==> src/rtl/master_0_st_packet_arbiter.sv <==
`default_nettype none
// ============================================================================
// Module      : master_0_st_packet_arbiter
// Description : Packet-level round-robin arbiter merging NUM_IN Avalon-ST
//               sources into one stream. A source is granted at a packet
//               boundary and keeps the grant until its EOP beat transfers.
//               Each grant costs one idle arbitration cycle.
// Ports       : clk, reset_n (sync, active-low)
//               in_valid/in_data/in_startofpacket/in_endofpacket/in_ready
//                   per-source sink side, source i at bit i / data slice i
//               out_valid/out_ready/out_data/out_channel/out_startofpacket/
//               out_endofpacket  merged source side, out_channel = grant
//               pkt_count  packets forwarded, wraps at 2^16
// Parameters  : NUM_IN (2..16), DATA_W
// Revision    : 1.0  initial release
// ============================================================================
module master_0_st_packet_arbiter #(
    parameter int NUM_IN = 4,
    parameter int DATA_W = 8
) (
    input  logic                     clk,
    input  logic                     reset_n,
    input  logic [NUM_IN-1:0]        in_valid,
    input  logic [NUM_IN*DATA_W-1:0] in_data,
    input  logic [NUM_IN-1:0]        in_startofpacket,
    input  logic [NUM_IN-1:0]        in_endofpacket,
    output logic [NUM_IN-1:0]        in_ready,
    input  logic                     out_ready,
    output logic                     out_valid,
    output logic [DATA_W-1:0]        out_data,
    output logic [7:0]               out_channel,
    output logic                     out_startofpacket,
    output logic                     out_endofpacket,
    output logic [15:0]              pkt_count
);

    typedef enum logic [0:0] {
        ST_IDLE = 1'b0,
        ST_BUSY = 1'b1
    } state_t;

    state_t             r_state;
    state_t             w_state_nxt;
    logic [3:0]         r_grant;
    logic [3:0]         w_grant_nxt;
    logic [3:0]         r_last;
    logic [3:0]         w_last_nxt;
    logic [15:0]        r_pkt_count;
    logic [15:0]        w_pkt_count_nxt;

    logic               w_sel_valid;
    logic               w_sel_sop;
    logic               w_sel_eop;
    logic [DATA_W-1:0]  w_sel_data;

    logic               w_req_found;
    logic [3:0]         w_req_idx;
    logic [15:0]        w_valid_ext;

    // Zero-extended so a 4-bit candidate index always selects in range.
    assign w_valid_ext = 16'(in_valid);

    // Granted-source mux.
    always_comb begin
        w_sel_valid = 1'b0;
        w_sel_sop   = 1'b0;
        w_sel_eop   = 1'b0;
        w_sel_data  = '0;
        for (int i = 0; i < NUM_IN; i++) begin
            if (r_grant == 4'(i)) begin
                w_sel_valid = in_valid[i];
                w_sel_sop   = in_startofpacket[i];
                w_sel_eop   = in_endofpacket[i];
                w_sel_data  = in_data[i*DATA_W +: DATA_W];
            end
        end
    end

    // Round-robin search starting at (last + 1) mod NUM_IN with wrap. Since
    // r_last < NUM_IN and the offset is at most NUM_IN, a single subtraction
    // folds the candidate back into range.
    always_comb begin
        logic [4:0] w_cand;
        w_req_found = 1'b0;
        w_req_idx   = r_last;
        w_cand      = '0;
        for (int k = 1; k <= NUM_IN; k++) begin
            w_cand = 5'(r_last) + 5'(k);
            if (w_cand >= 5'(NUM_IN)) begin
                w_cand = w_cand - 5'(NUM_IN);
            end
            if (!w_req_found && w_valid_ext[w_cand[3:0]]) begin
                w_req_found = 1'b1;
                w_req_idx   = w_cand[3:0];
            end
        end
    end

    // Next-state and output decode.
    always_comb begin
        w_state_nxt       = r_state;
        w_grant_nxt       = r_grant;
        w_last_nxt        = r_last;
        w_pkt_count_nxt   = r_pkt_count;
        out_valid         = 1'b0;
        out_data          = '0;
        out_channel       = 8'd0;
        out_startofpacket = 1'b0;
        out_endofpacket   = 1'b0;
        in_ready          = '0;
        case (r_state)
            ST_IDLE: begin
                if (w_req_found) begin
                    w_state_nxt = ST_BUSY;
                    w_grant_nxt = w_req_idx;
                end
            end
            ST_BUSY: begin
                out_valid         = w_sel_valid;
                out_data          = w_sel_data;
                out_startofpacket = w_sel_sop;
                out_endofpacket   = w_sel_eop;
                out_channel       = {4'd0, r_grant};
                in_ready          = NUM_IN'(out_ready) << r_grant;
                // Only the EOP beat actually accepted ends the packet.
                if (w_sel_valid && out_ready && w_sel_eop) begin
                    w_state_nxt     = ST_IDLE;
                    w_last_nxt      = r_grant;
                    w_pkt_count_nxt = r_pkt_count + 16'd1;
                end
            end
            default: begin
                w_state_nxt = ST_IDLE;
            end
        endcase
    end

    // Reset wins over everything, including a same-cycle EOP transfer.
    always_ff @(posedge clk) begin
        if (!reset_n) begin
            r_state     <= ST_IDLE;
            r_grant     <= 4'd0;
            r_last      <= 4'(NUM_IN - 1);
            r_pkt_count <= 16'd0;
        end else begin
            r_state     <= w_state_nxt;
            r_grant     <= w_grant_nxt;
            r_last      <= w_last_nxt;
            r_pkt_count <= w_pkt_count_nxt;
        end
    end

    assign pkt_count = r_pkt_count;

endmodule
`default_nettype wire

==> config.mk <==
export PLATFORM = sky130hd
export DESIGN_NAME = master_0_st_packet_arbiter
export DESIGN_NICKNAME = d
export VERILOG_FILES = /design/src/rtl/master_0_st_packet_arbiter.sv
export SDC_FILE = /design/constraint.sdc
export NUM_CORES = 1
export LEC_CHECK = 0
export ABC_AREA = 1
export BUFFER_PORTS_ARGS = -buffer_cell sky130_fd_sc_hd__buf_2
export CAP_MARGIN = 20
export CORE_MARGIN = 4
export CORE_UTILIZATION = 45
export DETAILED_ROUTE_END_ITERATION = 10
export PLACE_DENSITY = 0.79
export RECOVER_POWER = 50
export SKIP_LAST_GASP = 1
export SYNTH_ARGS = -nofsm -noshare
export SYNTH_HDL_FRONTEND = slang
export SYNTH_SLANG_ARGS = --single-unit
==> constraint.sdc <==
create_clock -name clk -period 2.1 [get_ports clk]
set_input_delay 0.315 -clock clk [delete_from_list [all_inputs] [get_ports clk]]
set_output_delay 0.315 -clock clk [all_outputs]
set_load 0.1 [all_outputs]
## After elaboration in Yosys (flattened, before gate mapping)

Cells that the tools add are included.

| word-level totals | value |
|---|---|
| flip-flop bits (word level) | 25 |
| bits of input ports | 47 |
| word-level logic and storage cells | 82 |

| cells by class | value |
|---|---|
| add/sub/neg operators | 9 |
| order comparisons | 8 |
| eq/ne operators | 3 |
| shift-type cells | 1 |
| multiplexer cells | 45 |
| bitwise operators | 1 |
| reductions and logical operators | 11 |

Operators with widths:

| kind | count |
|---|---|
| $mux 4 | 10 |
| $mux 8 | 5 |
| $mux 1 | 25 |
| $ge 5x3->1 const B | 4 |
| $lt 4x5->1 const B | 4 |
| $add 16x1->16 const B | 1 |
| $bmux 1 s4 | 4 |
| $sub 4x3->4 const B | 4 |
| $add 4x2->5 const B | 2 |
| $eq 4x2->1 const B | 2 |
| $add 4x1->5 const B | 1 |
| $add 4x3->5 const B | 1 |
| $logic_and 1x1->1 | 5 |
| $eq 4x1->1 const B | 1 |
| $logic_not 4->1 | 1 |
| $reduce_and 2->1 | 2 |
| $shl 1x4->4 | 1 |
| $logic_not 1->1 | 3 |
| $pmux 1 s2 | 1 |
| $not 1->1 | 1 |

## Logic depth before layout (Yosys ltp)

Gate-level depths: netlist (run 1).

| depth | value |
|---|---|
| depth in word-level cells | 17 |
| gate-level depth with buffers | 20 |
| mapped depth without buffers | 20 |

## Least setup slack after synthesis (run 1)

Ideal clock, no wire load.

| timing | value |
|---|---|
| path type | reg2out |
| start | register r_state |
| end | output in_ready[2] |
| data arrival time | 2.605 ns |
| required time | 1.785 ns |
| path slack | -0.820 ns |
| cell stages (with the launch flop) | 6 |
| path buffers | 1 |
| path through | dfxtp_1 > clkbuf_1 > nand2_1 > inv_1 > nand2_1 > nor2_1 |

| between the ends | value |
|---|---|
| word-level cells in the longest chain between the ends | 1 |

RTL lines:

| what | RTL line | source |
|---|---|---|
| start: declaration | 42 | `state_t r_state;` |
| start signal: assignment | 146 | `r_state <= w_state_nxt;` |
| $mux 4 | 111 | `case (r_state)` |
| end: declaration | 27 | `output logic [NUM_IN-1:0] in_ready,` |

Every way passes these cells.

## Worst setup path in the final report (run 1)

| timing | value |
|---|---|
| start | register r_grant[2] |
| end | output out_data[7] |

| between the ends | value |
|---|---|
| word-level cells in the longest chain between the ends | 6 |
| elaborated cells on any way between the ends | 9 |
| those cells by class | 3 x eq/ne; 5 x mux; 1 x reduce/logical |

RTL lines:

| what | RTL line | source |
|---|---|---|
| start: declaration | 44 | `logic [3:0] r_grant;` |
| start signal: assignment | 147 | `r_grant <= w_grant_nxt;` |
| $logic_not 4->1 | 70 | `if (r_grant == 4'(i)) begin` |
| $mux 8 (3 in series) | 70 |  |
| $mux 8 (*) | 70 |  |
| $mux 8 (*) | 111 |  |
| end: declaration | 30 | `output logic [DATA_W-1:0] out_data,` |

Mark *: on every way between the ends. The rest lies on a longest branch, timed or not.

==> results of run 1 <==
## per-layer routing
layer | GRT usage | routed length, µm
met1 | 0.245 | 2750
met2 | 0.379 | 3770
met3 | 0.0136 | 315
met4 | 0.0515 | 68
met5 | 0 | 0
## metrics by stage
stage                TNS, ns  std cells
floorplan             -0.753        368
global placement           0        518
detailed placement    -0.139        518
CTS                 -0.00185        522
global route          -0.434        527
finish                     0        527
## worst min path at each step
| stage | depth (start not counted) | endpoint | start | slack, ns |
|---|---|---|---|---|
| 2_1_floorplan | 2 | r_grant[3] | r_grant[3] | 0.45 |
| 3_3_place_gp | 1 | pkt_count[0] | pkt_count[0] | 0.47 |
| 6_report | 3 | r_grant[0] | reset_n | 0.33 |
| 4_1_cts | 3 | r_grant[0] | reset_n | 0.33 |
| 3_5_place_dp | 2 | r_grant[2] | r_grant[2] | 0.47 |
| 5_1_grt | 3 | r_grant[0] | reset_n | 0.35 |
## cells in the mapped netlist, drive strengths merged
master,instances
nand3,23
xor2,4
o22ai,1
clkbuf,4
nor3,9
a31oi,9
o21ai,15
nand4,3
and2,2
nand2,122
nor2,36
ha,15
o221ai,9
nor4,2
a21oi,22
buf,13
dfxtp,25
conb,1
inv,42
xnor2,6
clkinv,1
o21bai,1
## cell families after synthesis
| kind of cell | after synthesis |
|---|---|
| and+or+nand+nor | 197 |
| DFF | 25 |
| other | 1 |
| xor gates and xnor gates | 10 |
| buffers and inverters | 60 |
| adders and majority gates | 15 |
| AOI/OAI and AO/OA | 57 |
## where the power goes
part | leakage, nW | internal, W | switching (W)
combinational | 1.33 | 0.000649 | 0.00125
clock | 0.0217 | 0.000135 | 0.000157
sequential | 0.207 | 0.000502 | 0.0000468
total | 1.56 | 0.00129 | 0.00146
## critical path, delay by kind of cell (launching register included)
kind	cells	cell delay (ns)
buffers and inverters	3	0.44
DFF	1	0.34
and+or+nand+nor	3	0.44
AOI/OAI and AO/OA	1	0.22
## final cells by class
class / instances / area, µm² / share of cell area
clock inverter: 1 / 7.51 / 0.00220
inverter: 43 / 173 / 0.0505
tap: 67 / 83.8 / 0.0245
sequential: 25 / 526 / 0.154
clock buffer: 3 / 41.3 / 0.0121
timing repair buffer: 105 / 767 / 0.224
multi-input combinational: 283 / 1820 / 0.533
## sequential cells by signal, indices dropped and copies added (netlist names)
signal,count
pkt_count,16
r_grant,4
r_last,4
r_state,1
## layout by cell type (no fill, tap or decap), types with 4 or more instances in the layout
cell type	count
nand2_1	113
buf_2	48
inv_1	28
nor2_1	28
buf_4	20
nand3_1	19
clkbuf_2	17
dfxtp_1	15
a21oi_1	13
ha_1	12
buf_12	11
inv_2	10
o221ai_2	9
a31oi_4	9
nand2_2	8
a21oi_2	8
o21ai_0	7
xnor2_1	6
o21ai_1	6
nor2_4	5
nor3_1	5
dfxtp_2	5
dfxtp_4	5
xor2_1	4
conb_1	4
buf_6	4
## timing repair
action                     in CTS  in global routing
setup endpoints to repair      14                 16
pin swaps                       0                 19
setup buffers                   0                  5
gates cloned                    0                  0
gates resized for setup         6                 56
hold buffers                    0                  0
==> out/metrics.cfg, run 1 <==
[yosys]
synth.area.mux_share = 0
synthTopCellsByArea = dfxtp_1, nand2_1, ha_1
synth-seq-cells = 25
synth_top_family_by_area = simple AND/OR/NAND/NOR gates
synth-adder-area-share = 0.0830
synth.distinct_cells = 34
netlist_area_um2 = 2260
ys.warnings.count = 0
syn_avg_cell_area_um2 = 6.20
synthCells = 365
synth-compound-area-share = 0.161
synth_top_area_frac = 0.221
synth_seq_area_share = 0.221
synth_area_leader_cell = dfxtp_1
synth-simple-area-share = 0.373
synthXorXnorAreaFrac = 0.0387

[sta]
setup_viol = 0
fin_skew_ns = 0.00502
max-slew-margin-rel = 0.233
fin_crit_sh = 0.971
tightestPinTransition_ns = 1.16
hold_slack_ns = 0.330
rsz0062_at_grt = yes
fin_crit_ns = 2.04
timing.final.ws_setup_ns = 0.0600
fmax_mhz = 490
finalMaxSlewViolations = 0
hold_viol_final = 0

[worst_setup_path]
crit_arrival_ns = 1.72
cpMaxStageDelayCell = dfxtp_2
start_kind = register
r2r_end = r_grant[0]
crit_type = register to primary output
r2r-start = r_last[1]
slowest_delay_ns = 0.34
cp-endpoint = out_data[7]
reg2reg_slack_ns = 0.06
reg2reg_depth = 17
required_ns = 1.78
cp_max_fo = 7
path_cells = inv_4, nand2_4, nor3_4, buf_6, nand2_1, a31oi_4, buf_12
setup.worst_path.start = r_grant[2]
critPathCaptureType = primary output

[placement]
port_buffers = 81
dp.final_hpwl_um = 5220
place_area_um2 = 3150
place_ws_ns = -0.0547
gp_congestion = 0.923

[drt]
routed-via-count = 2754
drt-initial-drc-count = 127
drc_errors = 0
wl_per_cell_um = 13.1
drtAntennaViolNets = 0
totalWireLength_um = 6910
detail_route.first_pass.iterations = 4
viasPerCell = 5.23

[power_and_ir_drop]
p_leak_nw = 1.56
power_density_nw_per_um2 = 802
ir_drop_mv = 0.520
power.total_w = 0.00274

[floorplanning]
die_y_um = 78.9
ios = 86
rows = 25
die_area_um2 = 6230
die_w_um = 78.9
start_util = 0.473
core_area_um2 = 4790

[final_layout]
diodes = 0
finalNetCount = 523
final_area_um2 = 3420
fill_cells = 396
syn_to_final_growth_pct = 51.2
postLayoutCoreUtil = 0.715
drive_gt1_frac = 0.407

[clock_tree]
cts_tree = built
htree_levels = 1
clock_sinks = 25
clockBufferDepth = 2
cts-root-buf = clkbuf_8
cts_made_buffers = 3
clkTransAtPathRegs_ns = 0.09
clock_latency_ns = 0.28

[grt]
grt_max_degree = 16
antenna_found_initial = 0
grt-ovfl-total = 0
grt_pass1_wl_um = 10300
grt_pass1_vias = 2354
grt_util_all_layers = 0.201

[job]
cap_violations = 0

[min_path]
hp-class = primary input to register

[outcome]
status = finished, final reports clean

No activity file was read; power rests on OpenSTA's default activity.
==> run 2: changes to the inputs <==
--- a/config.mk
+++ b/config.mk
@@ -9,9 +9,9 @@
 export BUFFER_PORTS_ARGS = -buffer_cell sky130_fd_sc_hd__buf_2
 export CAP_MARGIN = 20
 export CORE_MARGIN = 4
-export CORE_UTILIZATION = 45
+export CORE_UTILIZATION = 50
 export DETAILED_ROUTE_END_ITERATION = 10
-export PLACE_DENSITY = 0.79
+export PLACE_DENSITY = 0.83
 export RECOVER_POWER = 50
 export SKIP_LAST_GASP = 1
 export SYNTH_ARGS = -nofsm -noshare
==> constraint.sdc (replaced) <==
create_clock -name clk -period 2.55 [get_ports clk]
set_input_delay 0.3825 -clock clk [delete_from_list [all_inputs] [get_ports clk]]
set_output_delay 0.3825 -clock clk [all_outputs]
set_load 0.1 [all_outputs]
==> run 2 against run 1 <==
  * Die area decreased by 9.0%
  * Non-clock buffer count shrank 19
  * First-iteration DRC count shrank 40%
  * Utilization shrank 7.1 points
  * Worst setup slack improved by 0.080 ns
  * Highest routed layer unchanged
==> out/metrics.cfg, run 2 (same netlist as run 1, synthesis figures left out) <==
[sta]
fin_crit_ns = 2.41
rsz0062_at_grt = yes
max-slew-margin-rel = 0.229  ; -0.00382
tightestPinTransition_ns = 1.16  ; +0.00576 ns
finalMaxSlewViolations = 0  ; unchanged
fin_skew_ns = 0.00706  ; +0.00204 ns
setup_viol = 0  ; unchanged
hold_viol_final = 0  ; unchanged
fin_crit_sh = 0.945
fmax_mhz = 415

[power_and_ir_drop]
p_leak_nw = 1.39  ; -11%
power.total_w = 0.00186  ; -32%
power_density_nw_per_um2 = 665  ; -17%
ir_drop_mv = 0.365  ; -30%

[clock_tree]
clockBufferDepth = 2  ; unchanged
clkTransAtPathRegs_ns = 0.09  ; about the same
clock_sinks = 25  ; unchanged
htree_levels = 1  ; unchanged
clock_latency_ns = 0.28  ; about the same
cts_made_buffers = 3  ; unchanged
cts_tree = built
cts-root-buf = clkbuf_8
post_cts_buffers = 0  ; unchanged

[drt]
viasPerCell = 5.31  ; +1.6%
wl_per_cell_um = 12.4  ; -5.5%
detail_route.first_pass.iterations = 5  ; +1
drtAntennaViolNets = 0  ; unchanged
totalWireLength_um = 6110  ; -12%
drc_errors = 0  ; unchanged
drt-initial-drc-count = 76  ; -40%
routed-via-count = 2618  ; -4.9%

[placement]
port_buffers = 81  ; unchanged
place_area_um2 = 2770  ; -12%
gp_congestion = 0.942  ; +2.0%
dp.final_hpwl_um = 4820  ; -7.8%
placed_cells = 489  ; -5.6%

[worst_setup_path]
crit_arrival_ns = 2.03  ; +0.31 ns
cp_max_fo = 11  ; +4
start_kind = register
critPathCaptureType = primary output
required_ns = 2.17  ; +0.39 ns
crit_type = register to primary output

[final_layout]
mostFrequentLayoutCell = nand2_1
final_area_um2 = 2800  ; -18%
largest_reg_flops = 16  ; unchanged
drive_gt1_frac = 0.249  ; -0.157
fill_cells = 416  ; +5.1%
multi_input_area_um2 = 1570  ; -14%
register_area_um2 = 502  ; -4.5%
mostFrequentLayoutCells = nand2_1, buf_2, inv_1
fin_cells = 493  ; -6.5%
postLayoutCoreUtil = 0.644  ; -0.0708
syn_to_final_growth_pct = 23.9
diodes = 0  ; unchanged
finalNetCount = 504  ; -3.6%

[floorplanning]
core_area_um2 = 4350  ; -9.0%
die_area_um2 = 5660  ; -9.0%
die_y_um = 75.3  ; -4.6%
die_w_um = 75.3  ; -4.6%
start_util = 0.520  ; +0.0469
rows = 24  ; -4.0%
ios = 86  ; unchanged

[job]
cap_violations = 0  ; unchanged

[grt]
grt_util_all_layers = 0.207  ; +0.00683
grt-ovfl-total = 0  ; unchanged
grt_pass1_vias = 2341  ; -0.55%
grt_max_degree = 29  ; +13
antenna_found_initial = 0  ; unchanged
grt_pass1_wl_um = 9480  ; -8.3%

[outcome]
status = finished, final reports clean

[min_path]
hp-class = primary input to register

==> run 2: final cells by class <==
cell class                 instances  area share
sequential                        25       0.179
clock inverter                     1     0.00268
clock buffer                       3      0.0147
inverter                          43      0.0576
timing repair buffer              86       0.162
tap                               52      0.0232
multi-input combinational        283       0.560
==> run 2: worst paths after layout <==
check | from | endpoint | slack, ns | cells after the start
worst min register to register | r_grant[2] | r_grant[2] | 0.49 | 2
worst min-delay path | reset_n | pkt_count[6] | 0.41 | 3
worst max-delay path | r_grant[3] | out_data[5] | 0.14 | 7
worst max register to register | r_grant[3] | pkt_count[5] | 0.28 | 11
==> run 2: through the flow <==
step	setup TNS (ns)	setup WS [ns]	hold slack, ns
2_1_floorplan	-0.0972	-0.0972	0.451
3_3_place_gp	0	0.335	0.472
3_5_place_dp	0	0.201	0.475
4_1_cts	0	0.0921	0.395
5_1_grt	-0.0173	-0.0173	0.414
6_report	0	0.140	0.408
==> run 2: routing by layer <==
| layer | share of wire | routed length (µm) | vias to the layer above | global-route usage |
|---|---|---|---|---|
| met3 | 0.074 | 454 | 8 | 0.0280 |
| met2 | 0.52 | 3150 | 79 | 0.398 |
| met5 | 0 | 0 | - | 0 |
| li1 | - | - | 1322 | - |
| met1 | 0.40 | 2430 | 1209 | 0.227 |
| met4 | 0.013 | 77 | 0 | 0.0816 |
==> run 2: what timing repair did <==
action	4_1_cts	5_1_grt
resized for setup	0	3
endpoints found under the setup margin	0	6
hold buffers	0	0
==> run 2: report_power, final <==
part / leakage (nW) / internal [W] / switching, W
sequential: 0.202 / 0.000409 / 0.0000388
clock: 0.0217 / 0.000111 / 0.000134
combinational: 1.16 / 0.000286 / 0.000885
==> run 2: worst max-delay path, cell delays in order (launching register included) <==
cell      delay [ns]
dfxtp_1         0.35
inv_2           0.06
nand2_1         0.15
nor2_2          0.06
nand2_1         0.30
o221ai_1        0.18
a31oi_2         0.19
buf_2           0.45
